`config.mk`:
```
export PLATFORM = sky130hd
export DESIGN_NAME = booth_mult_seq
export DESIGN_NICKNAME = d
export VERILOG_FILES = /design/src/rtl/booth_mult_seq.sv
export SDC_FILE = /design/constraint.sdc
export NUM_CORES = 1
export LEC_CHECK = 0
export BUFFER_PORTS_ARGS = -buffer_cell sky130_fd_sc_hd__buf_2
export CAP_MARGIN = 30
export CELL_PAD_IN_SITES_DETAIL_PLACEMENT = 1
export CELL_PAD_IN_SITES_GLOBAL_PLACEMENT = 1
export CORE_MARGIN = 2
export CORE_UTILIZATION = 30
export CTS_CLUSTER_DIAMETER = 60
export DETAILED_ROUTE_END_ITERATION = 16
export PLACE_DENSITY = 0.59
export SLEW_MARGIN = 20
export SYNTH_ARGS = -nofsm -noshare
export SYNTH_HDL_FRONTEND = slang
export SYNTH_SLANG_ARGS = --single-unit
```
`constraint.sdc`:
```
create_clock -name clk -period 6.6 [get_ports clk]
set_input_delay 0.99 -clock clk [delete_from_list [all_inputs] [get_ports clk]]
set_output_delay 0.99 -clock clk [all_outputs]
set_load 0.005 [all_outputs]
```
`src/rtl/booth_mult_seq.sv`:
```
// Sequential radix-2 Booth multiplier, generic width, per-operation signed/unsigned mode.
// One Booth step per clock over a WIDTH+1 bit signed datapath; start/busy/done handshake.
module booth_mult_seq #(
   parameter int WIDTH = 8,
   parameter int CNT_W = $clog2(WIDTH+2)
) (
   input  logic                 clk,
   input  logic                 rst,
   input  logic                 i_start,
   input  logic                 i_signed,
   input  logic                 i_clr,
   input  logic [WIDTH-1:0]     i_mc,
   input  logic [WIDTH-1:0]     i_mp,
   output logic                 o_busy,
   output logic                 o_done,
   output logic [2*WIDTH-1:0]   o_prod,
   output logic [CNT_W-1:0]     o_cnt
);
   localparam int E = WIDTH + 1;

   localparam logic [1:0] S_IDLE = 2'd0;
   localparam logic [1:0] S_RUN  = 2'd1;
   localparam logic [1:0] S_DONE = 2'd2;

   logic [1:0]       state;
   logic [E-1:0]     m_reg;
   logic [E-1:0]     acc;
   logic [E-1:0]     q;
   logic             qn;
   logic [CNT_W-1:0] cnt;

   logic [E-1:0]     mc_ext;
   logic [E-1:0]     mp_ext;
   logic [E-1:0]     sum;
   logic [E-1:0]     acc_nx;
   logic [E-1:0]     q_nx;

   // One extra bit lets unsigned operands ride the same signed datapath.
   always_comb begin
      mc_ext = {i_signed & i_mc[WIDTH-1], i_mc};
      mp_ext = {i_signed & i_mp[WIDTH-1], i_mp};
      case ({q[0], qn})
         2'b01:   sum = acc + m_reg;
         2'b10:   sum = acc - m_reg;
         default: sum = acc;
      endcase
      acc_nx = {sum[E-1], sum[E-1:1]};
      q_nx   = {sum[0], q[E-1:1]};
   end

   always_ff @(posedge clk or posedge rst) begin
      if (rst) begin
         state  <= S_IDLE;
         m_reg  <= '0;
         acc    <= '0;
         q      <= '0;
         qn     <= 1'b0;
         cnt    <= '0;
         o_prod <= '0;
      end else if (i_clr) begin
         state <= S_IDLE;
         acc   <= '0;
         q     <= '0;
         qn    <= 1'b0;
         cnt   <= '0;
      end else begin
         case (state)
            S_IDLE, S_DONE: begin
               if (i_start) begin
                  m_reg <= mc_ext;
                  q     <= mp_ext;
                  acc   <= '0;
                  qn    <= 1'b0;
                  cnt   <= CNT_W'(E);
                  state <= S_RUN;
               end else begin
                  state <= S_IDLE;
               end
            end
            S_RUN: begin
               acc <= acc_nx;
               q   <= q_nx;
               qn  <= q[0];
               cnt <= cnt - CNT_W'(1);
               if (cnt == CNT_W'(1)) begin
                  // Top two bits of the 2E-bit result are sign copies and are dropped.
                  o_prod <= {acc_nx[E-3:0], q_nx};
                  state  <= S_DONE;
               end
            end
            default: state <= S_IDLE;
         endcase
      end
   end

   assign o_busy = (state == S_RUN);
   assign o_done = (state == S_DONE);
   assign o_cnt  = cnt;

endmodule

```
# After elaboration in Yosys (flattened, before gate mapping)
# Index checks and enable logic that the tools add are counted.
# W data, S select, Z words.
[totals]
reg_bits = 50
in_bits = 21
out_inout_bits = 22
wordCells = 43
[classes]
n_addsub = 3
eq_ne = 7
muxes = 17
bitwise = 3
reduce_logical = 6
[op_table]
columns = ["op", "n"]
rows = [
  ["$pmux W9 S2", 3],
  ["$mux W9", 4],
  ["$add A9 B9 Y9", 1],
  ["$sub A9 B9 Y9", 1],
  ["$mux W4", 2],
  ["$pmux W4 S2", 1],
  ["$reduce_and A3 Y1", 2],
  ["$eq A2 B1 Y1 const B", 2],
  ["$eq A2 B2 Y1 const B", 2],
  ["$eq A4 B1 Y1 const B", 1],
  ["$mux W2", 2],
  ["$pmux W2 S2", 1],
  ["$sub A4 B1 Y4 const B", 1],
  ["$mux W1", 3],
  ["$ne A3 B2 Y1 const B", 1],
  ["$ne A3 B3 Y1 const B", 1],
  ["$reduce_bool A3 Y1", 1],
  ["$and A1 B1 Y1", 2],
  ["$logic_not A2 Y1", 1],
  ["$pmux W1 S2", 1],
  ["$reduce_and A2 Y1", 1],
  ["$reduce_or A2 Y1", 1],
  ["$not A1 Y1", 1],
]

# Logic depth before layout (Yosys ltp)
# Gate-level depths: netlist of run 1.
[depth]
word_depth = 4
ltp_mapped = 11
depth_no_buf = 10

# Worst setup path after synthesis of run 1
# No wires, ideal clock.
[synth_timing]
kind = "flip-flop to flip-flop"
startpoint = "register qn"
endpoint = "register o_prod[12]"
arrival_ns = 2.387
required_ns = 6.475
path_slack_ns = 4.088
path_stages_with_launch = 11
path_buffers = 1
cell_sequence = "dfrtp_1 -> inv_1 -> ha_1 -> clkbuf_1 -> mux2_2 -> fa_1 -> nand2b_1 -> a21oi_1 -> xnor2_1 -> o21ai_0 -> mux2_2"
[synth_via]
elab_chain_len = 2
word_cells_on_any_way = 3
classes_between = "eq/ne (2); mux (1)"
[synth_lines]
columns = ["item", "line", "text"]
rows = [
  ["start, declared", "29", "logic qn;"],
  ["start signal, assigned", "83", "qn <= q[0];"],
  ["$eq A2 B2 Y1 or $eq A2 B1 Y1 (tied branches)", "42", "case ({q[0], qn})"],
  ["$pmux W9 S2 *", "42", ""],
  ["end signal, assigned", "87", "o_prod <= {acc_nx[E-3:0], q_nx};"],
  ["end, declared", "16", "output logic [2*WIDTH-1:0] o_prod,"],
]
# Mark *: on every way between the ends. The rest lies on a longest branch, timed or not.
# A chain may end at the register's enable or synchronous reset.

# Worst setup path in the final report of run 1
[layout_timing]
startpoint = "input i_clr"
endpoint = "register o_prod[11]"
[layout_via]
elab_chain_len = 2
[layout_lines]
columns = ["item", "line", "text"]
rows = [
  ["start, declared", "11", "input logic i_clr,"],
  ["$not A1 Y1 (no source line)", "n/a", ""],
  ["$reduce_and A3 Y1 (no source line)", "n/a", ""],
]
# No other way between the ends.

==> impl_metrics.json, run 1 <==
{
  "io_buffers": 42,
  "post_drt_wl_per_cell_um": 15.5,
  "detail-route-antenna-nets": 0,
  "crit_path_start_kind": "input port",
  "ctsHoldBuffers": 0,
  "synth_cell_types": 37,
  "yosysTopAreaCell": "dfrtp_1",
  "p_leak_nw": 1.48,
  "max_cap_viol_count": 0,
  "die_h_um": 97.6,
  "rsz0062_at_grt": "false",
  "largest_reg_flops": 16,
  "dp.cells": 413,
  "cts_resized": 0,
  "antenna_found_initial": 0,
  "relSlewSlack": 0.412,
  "io_pins": 43,
  "crit_arrival_ps": 3230,
  "p_per_area_mw_per_mm2": 294,
  "final.setup.worst_slack_ps": 3560,
  "synth_mux_area_frac": 0.0815,
  "avgViaCountPerCell": 4.95,
  "synth_compound_area_frac": 0.148,
  "p_total_mw": 0.889,
  "p_clk_frac": 0.199,
  "setup_viol": 0,
  "fmax_mhz": 329,
  "ys_seq_area_frac": 0.467,
  "cts-root-buf": "clkbuf_8",
  "status": "finished, final reports clean",
  "dpl-instance-area_mm2": 0.00294,
  "holdPathEnd": "o_prod[15]",
  "slew_violations": 0,
  "area_growth_pct": 15.2,
  "grt_start_max_net_pins": 34,
  "track_usage": 0.142,
  "synth_top_family_by_area": "simple AND/OR/NAND/NOR gates",
  "final_nets": 346,
  "row_count": 34,
  "synth-simple-area-share": 0.152,
  "syn_area_mm2": 0.00263,
  "synthesis.nets": 307,
  "yosys_most_used_dff": "dfrtp_1",
  "via_count": 2083,
  "place_congestion": 0.782,
  "p_comb_frac": 0.347,
  "drt_iter0_drc": 72,
  "yosysWarnings": 0,
  "htreeDepth": 2,
  "synthTopCellsByArea": "dfrtp_1, nand2_1, ha_1",
  "fin_skew_ps": 8.99,
  "synth_async_sr_flop_share": 1.00,
  "crit_fanout": 21,
  "dieWidth_um": 97.6,
  "synthAdderAreaFrac": 0.0648,
  "crit_type": "input port to register",
  "clkSinkCount": 49,
  "drt-pass1-iter-count": 4,
  "drive_gt1_frac": 0.211,
  "wl_mm": 6.54,
  "r2r-start": "qn",
  "cts_buffer_depth": 2,
  "synth_edf_count": 0,
  "fin_hold_ws_ps": 484,
  "post-cts-setup-buffer-count": 0,
  "r2r_cells": 9,
  "antenna-diode-count": 0,
  "rrSetupSlack_ps": 3830,
  "utilization": 0.352,
  "p_seq_frac": 0.454,
  "post-place-ws_ps": 3210,
  "tritoncts": "done",
  "fin_crit_ps": 3040,
  "reg2reg_to": "o_prod[12]",
  "synth_area_per_cell_um2": 9.62,
  "synthCells": 273,
  "ys_top_cells_by_count": "nand2_1, dfrtp_1, o21ai_0",
  "start_util": 0.306,
  "cts_buffers": 5,
  "crit_required_ps": 6800,
  "grt-ovfl-total": 0,
  "dieArea_mm2": 0.00952,
  "worstHoldPathCells": 2,
  "synth_xor_area_frac": 0.0434,
  "insertion_delay_ps": 300,
  "tightest_slew_ps": 878,
  "hold_viol": 0,
  "hold_start": "o_prod[15]",
  "yosysMostFrequentCell": "nand2_1",
  "final_area_mm2": 0.00303,
  "post-route-period-util": 0.460,
  "core_area_mm2": 0.00859,
  "synth_seq_cells": 49,
  "hp-class": "register to register",
  "fin_cells": 421,
  "vdd_drop_max_v": 0.0000842,
  "internal-power_mw": 0.567,
  "endpoint_kind": "register",
  "dp_hpwl_mm": 5.09,
  "drc": 0,
  "synth_top_area_frac": 0.467,
  "fin_tns_setup_ps": 0,
  "grt_pass1_vias": 2155,
  "p_switching_mw": 0.322,
  "grt_pass1_wl_mm": 10.8,
  "clkTransAtPathRegs_ps": 90,
  "sw_frac_of_total": 0.362
}
==> cell families (layout without fill, tap and decap cells) <==
kind of cell / count (synthesis) / in the layout
compound gates: 63 / 63
simple gates: 88 / 88
xor+xnor: 13 / 13
mux: 20 / 20
fa+ha+maj: 13 / 13
flops: 49 / 49
buf+inv: 27 / 67
==> critical path: stages <==
cell     delay, ps
buf_2          150
nor3b_1        580
nand2_1        620
inv_1          510
mux2_2         380
==> layout make-up <==
cell class                      instances  area (um2)
Timing Repair Buffer                   45         243
Multi-Input combinational cell        197        1290
Tap cell                              108         135
Clock inverter                          1        7.51
Clock buffer                            7        76.3
Fill cell                            1024        5570
Inverter                               14        52.6
Sequential cell                        49        1230
==> per-layer routing <==
| metal | up-vias | GRT usage | part of all wire |
|---|---|---|---|
| met3 | 6 | 0.0331 | 0.034 |
| met1 | 1027 | 0.189 | 0.48 |
| li1 | 1021 | - | - |
| met5 | - | 0 | 0 |
| met2 | 29 | 0.237 | 0.48 |
| met4 | 0 | 0.0256 | 0.0072 |
==> power groups by stage <==
stage	logic, mW	registers (mW)	clock network, mW
final	0.309	0.403	0.177
after CTS	0.317	0.405	0.185
after global placement	0.304	0.412	0
after floorplan	0.215	0.399	0
after detailed placement	0.314	0.411	0
after global routing	0.352	0.413	0.195
==> worst max-delay path by stage <==
| stage | start | end | slack, ps | depth (start not counted) |
|---|---|---|---|---|
| 6_report | i_clr | o_prod[11] | 3560 | 5 |
| 3_5_place_dp | i_clr | o_prod[11] | 3210 | 5 |
| 5_1_grt | i_clr | o_prod[11] | 3340 | 5 |
| 3_3_place_gp | i_clr | o_prod[12] | 2710 | 5 |
| 2_1_floorplan | qn | o_prod[12] | 4090 | 10 |
| 4_1_cts | i_clr | o_prod[11] | 3530 | 5 |
==> placed cells by master (no fill, tap or decap), types with 2 or more instances in the layout <==
cell type	netlist	final
nand2_1	52	52
dfrtp_1	49	49
buf_2	7	43
o21ai_0	24	24
nor2_1	14	14
inv_1	13	12
a21oi_1	12	12
ha_1	12	12
mux2_2	11	11
xnor2_1	10	10
mux2i_1	9	9
nand2b_1	6	6
a22o_1	5	5
nor3_1	5	5
o31ai_1	5	5
clkbuf_8	0	5
a31oi_1	4	4
a21o_1	4	4
nor3b_1	3	3
xor2_1	3	3
nor2b_1	2	2
nand3_1	2	2
a32oi_1	2	2
inv_2	1	2
o22ai_1	2	2
clkbuf_1	4	2
No activity file was read; power rests on OpenSTA's default activity.
==> inputs of run 2 (changes only) <==
--- a/config.mk
+++ b/config.mk
@@ -13,7 +13,7 @@
 export CORE_UTILIZATION = 30
 export CTS_CLUSTER_DIAMETER = 60
 export DETAILED_ROUTE_END_ITERATION = 16
-export PLACE_DENSITY = 0.59
+export PLACE_DENSITY = 0.61
 export SLEW_MARGIN = 20
 export SYNTH_ARGS = -nofsm -noshare
 export SYNTH_HDL_FRONTEND = slang
==> constraint.sdc (replaced) <==
create_clock -name clk -period 2.7 [get_ports clk]
set_input_delay 0.405 -clock clk [delete_from_list [all_inputs] [get_ports clk]]
set_output_delay 0.405 -clock clk [all_outputs]
set_load 0.005 [all_outputs]
==> run 2 against run 1 <==
Net effect: via count up 0.29%; final cell count rose by 0.95%; worst hold slack worse by 240 ps; clock power rose to 2.7 times the previous value; critical path type is now register to register.
==> impl_metrics.json, run 2 (synthesized netlist as in run 1, its figures left out) <==
{
  "vdd_drop_max_v": 0.000259,
  "rrSetupSlack_ps": 130,
  "cpPeakStageDelay_ps": 430,
  "cts_buffer_depth": 2,
  "utilization": 0.358,
  "place_congestion": 0.827,
  "fin_tns_setup_ps": 0,
  "fin_crit_ps": 2570,
  "tightest_slew_ps": 678,
  "die_h_um": 97.6,
  "antenna-diode-count": 0,
  "cts-root-buf": "clkbuf_8",
  "grt_start_max_net_pins": 50,
  "fin_skew_ps": 10.7,
  "p_total_mw": 2.23,
  "post-route-period-util": 0.951,
  "drt-pass1-iter-count": 4,
  "fillers": 1033,
  "grt_pass1_wl_mm": 11.2,
  "final_common_cell": "nand2_1",
  "crit_fanout": 4,
  "cp_cell_sequence": "inv_1 > ha_1 > mux2_2 > fa_1 > nand2b_1 > a21oi_2 > xnor2_1 > o21ai_0 > mux2_2",
  "drive_gt1_frac": 0.240,
  "drc": 0,
  "row_count": 34,
  "drt_iter0_drc": 48,
  "critPathCapture": "o_prod[12]",
  "rsz0062_at_grt": "true",
  "layout_common_cells": "nand2_1, dfrtp_1, buf_2, o21ai_0, nor2_1",
  "largest_reg_flops": 16,
  "io_buffers": 42,
  "clkSinkCount": 49,
  "grt-ovfl-total": 0,
  "final_nets": 350,
  "p_per_area_mw_per_mm2": 724,
  "fin_hold_ws_ps": 247,
  "post-cts-setup-buffer-count": 0,
  "crit_required_ps": 2900,
  "hp-class": "input port to async pin",
  "detail-route-antenna-nets": 0,
  "hold_viol": 0,
  "wl_mm": 6.61,
  "dieWidth_um": 97.6,
  "io_pins": 43,
  "cts_buffers": 5,
  "cpMostUsedCell": "mux2_2",
  "relSlewSlack": 0.548,
  "post_drt_wl_per_cell_um": 15.6,
  "insertion_delay_ps": 320,
  "htreeDepth": 2,
  "slew_violations": 0,
  "r2r_cells": 9,
  "antenna_found_initial": 0,
  "dp_hpwl_mm": 4.76,
  "start_util": 0.306,
  "via_count": 2089,
  "reg2reg_to": "o_prod[12]",
  "p_leak_nw": 1.51,
  "fmax_mhz": 390,
  "area_growth_pct": 17.2,
  "track_usage": 0.145,
  "crit_arrival_ps": 2770,
  "core_area_mm2": 0.00859,
  "max_cap_viol_count": 0,
  "endpoint_kind": "register",
  "tritoncts": "done",
  "crit_start": "m_reg[0]",
  "avgViaCountPerCell": 4.92,
  "crit_path_start_kind": "register",
  "slowest_stage": "fa_1",
  "grt_pass1_vias": 2234,
  "setup_viol": 0,
  "status": "finished, final reports clean",
  "r2r-start": "m_reg[0]",
  "fin_cells": 425,
  "dp.cells": 417,
  "crit_type": "register to register",
  "dieArea_mm2": 0.00952,
  "clkTransAtPathRegs_ps": 110
}
## run 2: routing by layer
metal	share of wire	track usage	vias to the layer above
li1	-	-	1020
met1	0.45	0.190	1031
met2	0.51	0.250	35
met3	0.033	0.0295	3
met4	0.0065	0.0288	0
met5	0	0	-
## run 2: worst min-delay path by stage
stage                end  cells after the start  startpoint
2_1_floorplan  o_prod[3]                      2        q[4]
3_3_place_gp   o_prod[3]                      2   o_prod[3]
3_5_place_dp   o_prod[6]                      2   o_prod[6]
4_1_cts        o_prod[4]                      3         rst
5_1_grt        o_prod[4]                      3         rst
6_report       o_prod[4]                      3         rst
## run 2: what timing repair did
item,in CTS,in global routing
endpoints found under the setup margin,0,6
resized for setup,0,4
hold buffers,0,0
## run 2: through the flow
stage          setup slack (ps)  area, um2
2_1_floorplan               188       2630
3_3_place_gp                200       2960
3_5_place_dp                106       2960
4_1_cts                    55.0       3060
5_1_grt                   -36.3       3080
6_report                    133       3080
## run 2: cell type report
cell class | count | area, um2 | share of cell area
well taps | 108 | 135 | 0.0439
clock buffers | 5 | 68.8 | 0.0223
inverters | 14 | 52.6 | 0.0171
flip-flops and latches | 49 | 1230 | 0.398
repair buffers | 49 | 263 | 0.0853
clock inverters | 3 | 28.8 | 0.00935
multi-input cells | 197 | 1310 | 0.424
## run 2: power breakdown
group	switching (mW)	internal (mW)	leakage, nW
registers	0.111	0.862	0.652
logic	0.421	0.353	0.812
clock network	0.288	0.194	0.0506
## run 2: worst max-delay path: cells and delay by family (launching register included)
family                   cells  cell delay (ps)
multiplexers                 2              590
adder cells (fa/ha/maj)      2              730
buffers and inverters        1              100
XOR/XNOR                     1              130
AND/OR/NAND/NOR              1              170
AO/OA/AOI/OAI                2              310
flip-flops                   1              420
==> inputs of run 3 (changes only) <==
--- a/config.mk
+++ b/config.mk
@@ -7,13 +7,13 @@
 export LEC_CHECK = 0
 export BUFFER_PORTS_ARGS = -buffer_cell sky130_fd_sc_hd__buf_2
 export CAP_MARGIN = 30
-export CELL_PAD_IN_SITES_DETAIL_PLACEMENT = 1
-export CELL_PAD_IN_SITES_GLOBAL_PLACEMENT = 1
+export CELL_PAD_IN_SITES_DETAIL_PLACEMENT = 0
+export CELL_PAD_IN_SITES_GLOBAL_PLACEMENT = 2
 export CORE_MARGIN = 2
 export CORE_UTILIZATION = 30
 export CTS_CLUSTER_DIAMETER = 60
 export DETAILED_ROUTE_END_ITERATION = 16
-export PLACE_DENSITY = 0.61
+export PLACE_DENSITY = 0.7
 export SLEW_MARGIN = 20
 export SYNTH_ARGS = -nofsm -noshare
 export SYNTH_HDL_FRONTEND = slang
==> constraint.sdc (replaced) <==
create_clock -name clk -period 2.75 [get_ports clk]
set_input_delay 0.4125 -clock clk [delete_from_list [all_inputs] [get_ports clk]]
set_output_delay 0.4125 -clock clk [all_outputs]
set_load 0.005 [all_outputs]
==> run 3 against run 2 <==
Net effect: global-route usage shrank 0.72 points; sequential cell count is the same; highest routed layer unchanged; fmax shrank 0.76%; critical path depth is the same; sequential power shrank 2.4%; largest cell class unchanged; register-to-register slack gained 30 ps; clock power grew 14%.
==> impl_metrics.json, run 3 (synthesized netlist as in run 1, its figures left out) <==
{
  "drc": 0,
  "status": "finished, final reports clean",
  "grt_pass1_wl_mm": 10.5,
  "p_comb_frac": 0.328,
  "cpMostUsedCell": "mux2_2",
  "crit_fanout": 4,
  "endpoint_kind": "register",
  "slew_violations": 0,
  "detail-route-antenna-nets": 0,
  "p_clk_frac": 0.247,
  "grt-ovfl-total": 0,
  "drive_gt1_frac": 0.230,
  "wl_mm": 6.26,
  "relSlewSlack": 0.585,
  "io_buffers": 42,
  "fin_crit_ps": 2590,
  "dp_hpwl_mm": 4.51,
  "track_usage": 0.138,
  "insertion_delay_ps": 300,
  "dpl-instance-area_mm2": 0.00297,
  "core_area_mm2": 0.00859,
  "vdd_drop_max_v": 0.000229,
  "post-cts-setup-buffer-count": 0,
  "largest_reg_flops": 16,
  "post-place-ws_ps": 160,
  "crit_type": "register to register",
  "fillers": 917,
  "p_seq_frac": 0.425,
  "dieWidth_um": 97.6,
  "utilization": 0.360,
  "setup_viol": 0,
  "ctsHoldBuffers": 0,
  "grt_pass1_vias": 2075,
  "cts_resized": 0,
  "via_count": 2015,
  "cts_buffers": 5,
  "cp_top_family": "adder cells",
  "crit_path_start_kind": "register",
  "cts_buffer_depth": 2,
  "cp_cell_sequence": "inv_1 > ha_1 > mux2_2 > fa_1 > nand2b_1 > a21oi_1 > xnor2_1 > o21ai_0 > mux2_2",
  "max_cap_viol_count": 0,
  "p_leak_nw": 1.52,
  "hold_viol": 0,
  "crit_required_ps": 2940,
  "tritoncts": "done",
  "clkTransAtPathRegs_ps": 100,
  "final_area_mm2": 0.00309,
  "slowest_stage": "fa_1",
  "fin_skew_ps": 6.47,
  "internal-power_mw": 1.48,
  "final_common_cell": "nand2_1",
  "drt-pass1-iter-count": 4,
  "sw_frac_of_total": 0.337,
  "dieArea_mm2": 0.00952,
  "final_nets": 351,
  "tightest_slew_ps": 623,
  "rsz0062_at_grt": "false",
  "crit_buf_inv": 1,
  "fin_cells": 426,
  "fmax_mhz": 387,
  "antenna_found_initial": 0,
  "start_util": 0.306,
  "p_switching_mw": 0.754,
  "io_pins": 43,
  "grt_start_max_net_pins": 21,
  "antenna-diode-count": 0,
  "avgViaCountPerCell": 4.73,
  "dp.cells": 418,
  "cts-root-buf": "clkbuf_8",
  "post-route-period-util": 0.940,
  "cpPeakStageDelay_ps": 440,
  "post_drt_wl_per_cell_um": 14.7,
  "htreeDepth": 2,
  "place_congestion": 0.815,
  "die_h_um": 97.6,
  "final.setup.worst_slack_ps": 164,
  "row_count": 34,
  "layout_common_cells": "nand2_1, dfrtp_1, buf_2, o21ai_0, nor2_1",
  "hp-class": "input port to async pin",
  "crit_arrival_ps": 2780,
  "clkSinkCount": 49,
  "drt_iter0_drc": 62,
  "p_per_area_mw_per_mm2": 723,
  "fin_tns_setup_ps": 0,
  "area_growth_pct": 17.7
}
## run 3: stage by stage
step           total power [mW]  hold WS, ps
3_5_place_dp               1.71          427
5_1_grt                    2.41         93.4
4_1_cts                    2.28         85.4
6_report                   2.23         78.0
3_3_place_gp               1.71          414
2_1_floorplan              1.47          460
## run 3: final cells by class
| class | instances | area (um2) | area share |
|---|---|---|---|
| Tap cell | 108 | 135 | 0.0437 |
| Timing Repair Buffer | 50 | 270 | 0.0874 |
| Clock buffer | 6 | 82.6 | 0.0267 |
| Inverter | 14 | 52.6 | 0.0170 |
| Sequential cell | 49 | 1230 | 0.397 |
| Clock inverter | 2 | 37.5 | 0.0121 |
| Multi-Input combinational cell | 197 | 1290 | 0.416 |
## run 3: power groups by stage
stage | clock network (mW) | logic [mW] | registers [mW]
final | 0.551 | 0.733 | 0.951
after CTS | 0.574 | 0.748 | 0.954
after detailed placement | 0 | 0.745 | 0.966
after global routing | 0.601 | 0.839 | 0.973
after global placement | 0 | 0.745 | 0.965
after floorplan | 0 | 0.516 | 0.957
## run 3: worst paths after layout
kind | start | endpoint | slack (ps) | cells after the start
min in group clk | i_mc[4] | m_reg[4] | 340 | 2
max in group asynchronous | rst | m_reg[2] | 2080 | 3
min reg2reg | o_prod[8] | o_prod[8] | 480 | 2
max | m_reg[0] | o_prod[12] | 160 | 9
min | rst | o_prod[15] | 80 | 2
max reg2reg | m_reg[0] | o_prod[12] | 160 | 9
## run 3: per-layer routing
metal	part of all wire	track usage	up-vias
met5	0	0	-
met4	0.0050	0.0288	0
met3	0.034	0.0317	2
met2	0.49	0.235	27
met1	0.47	0.179	961
li1	-	-	1025
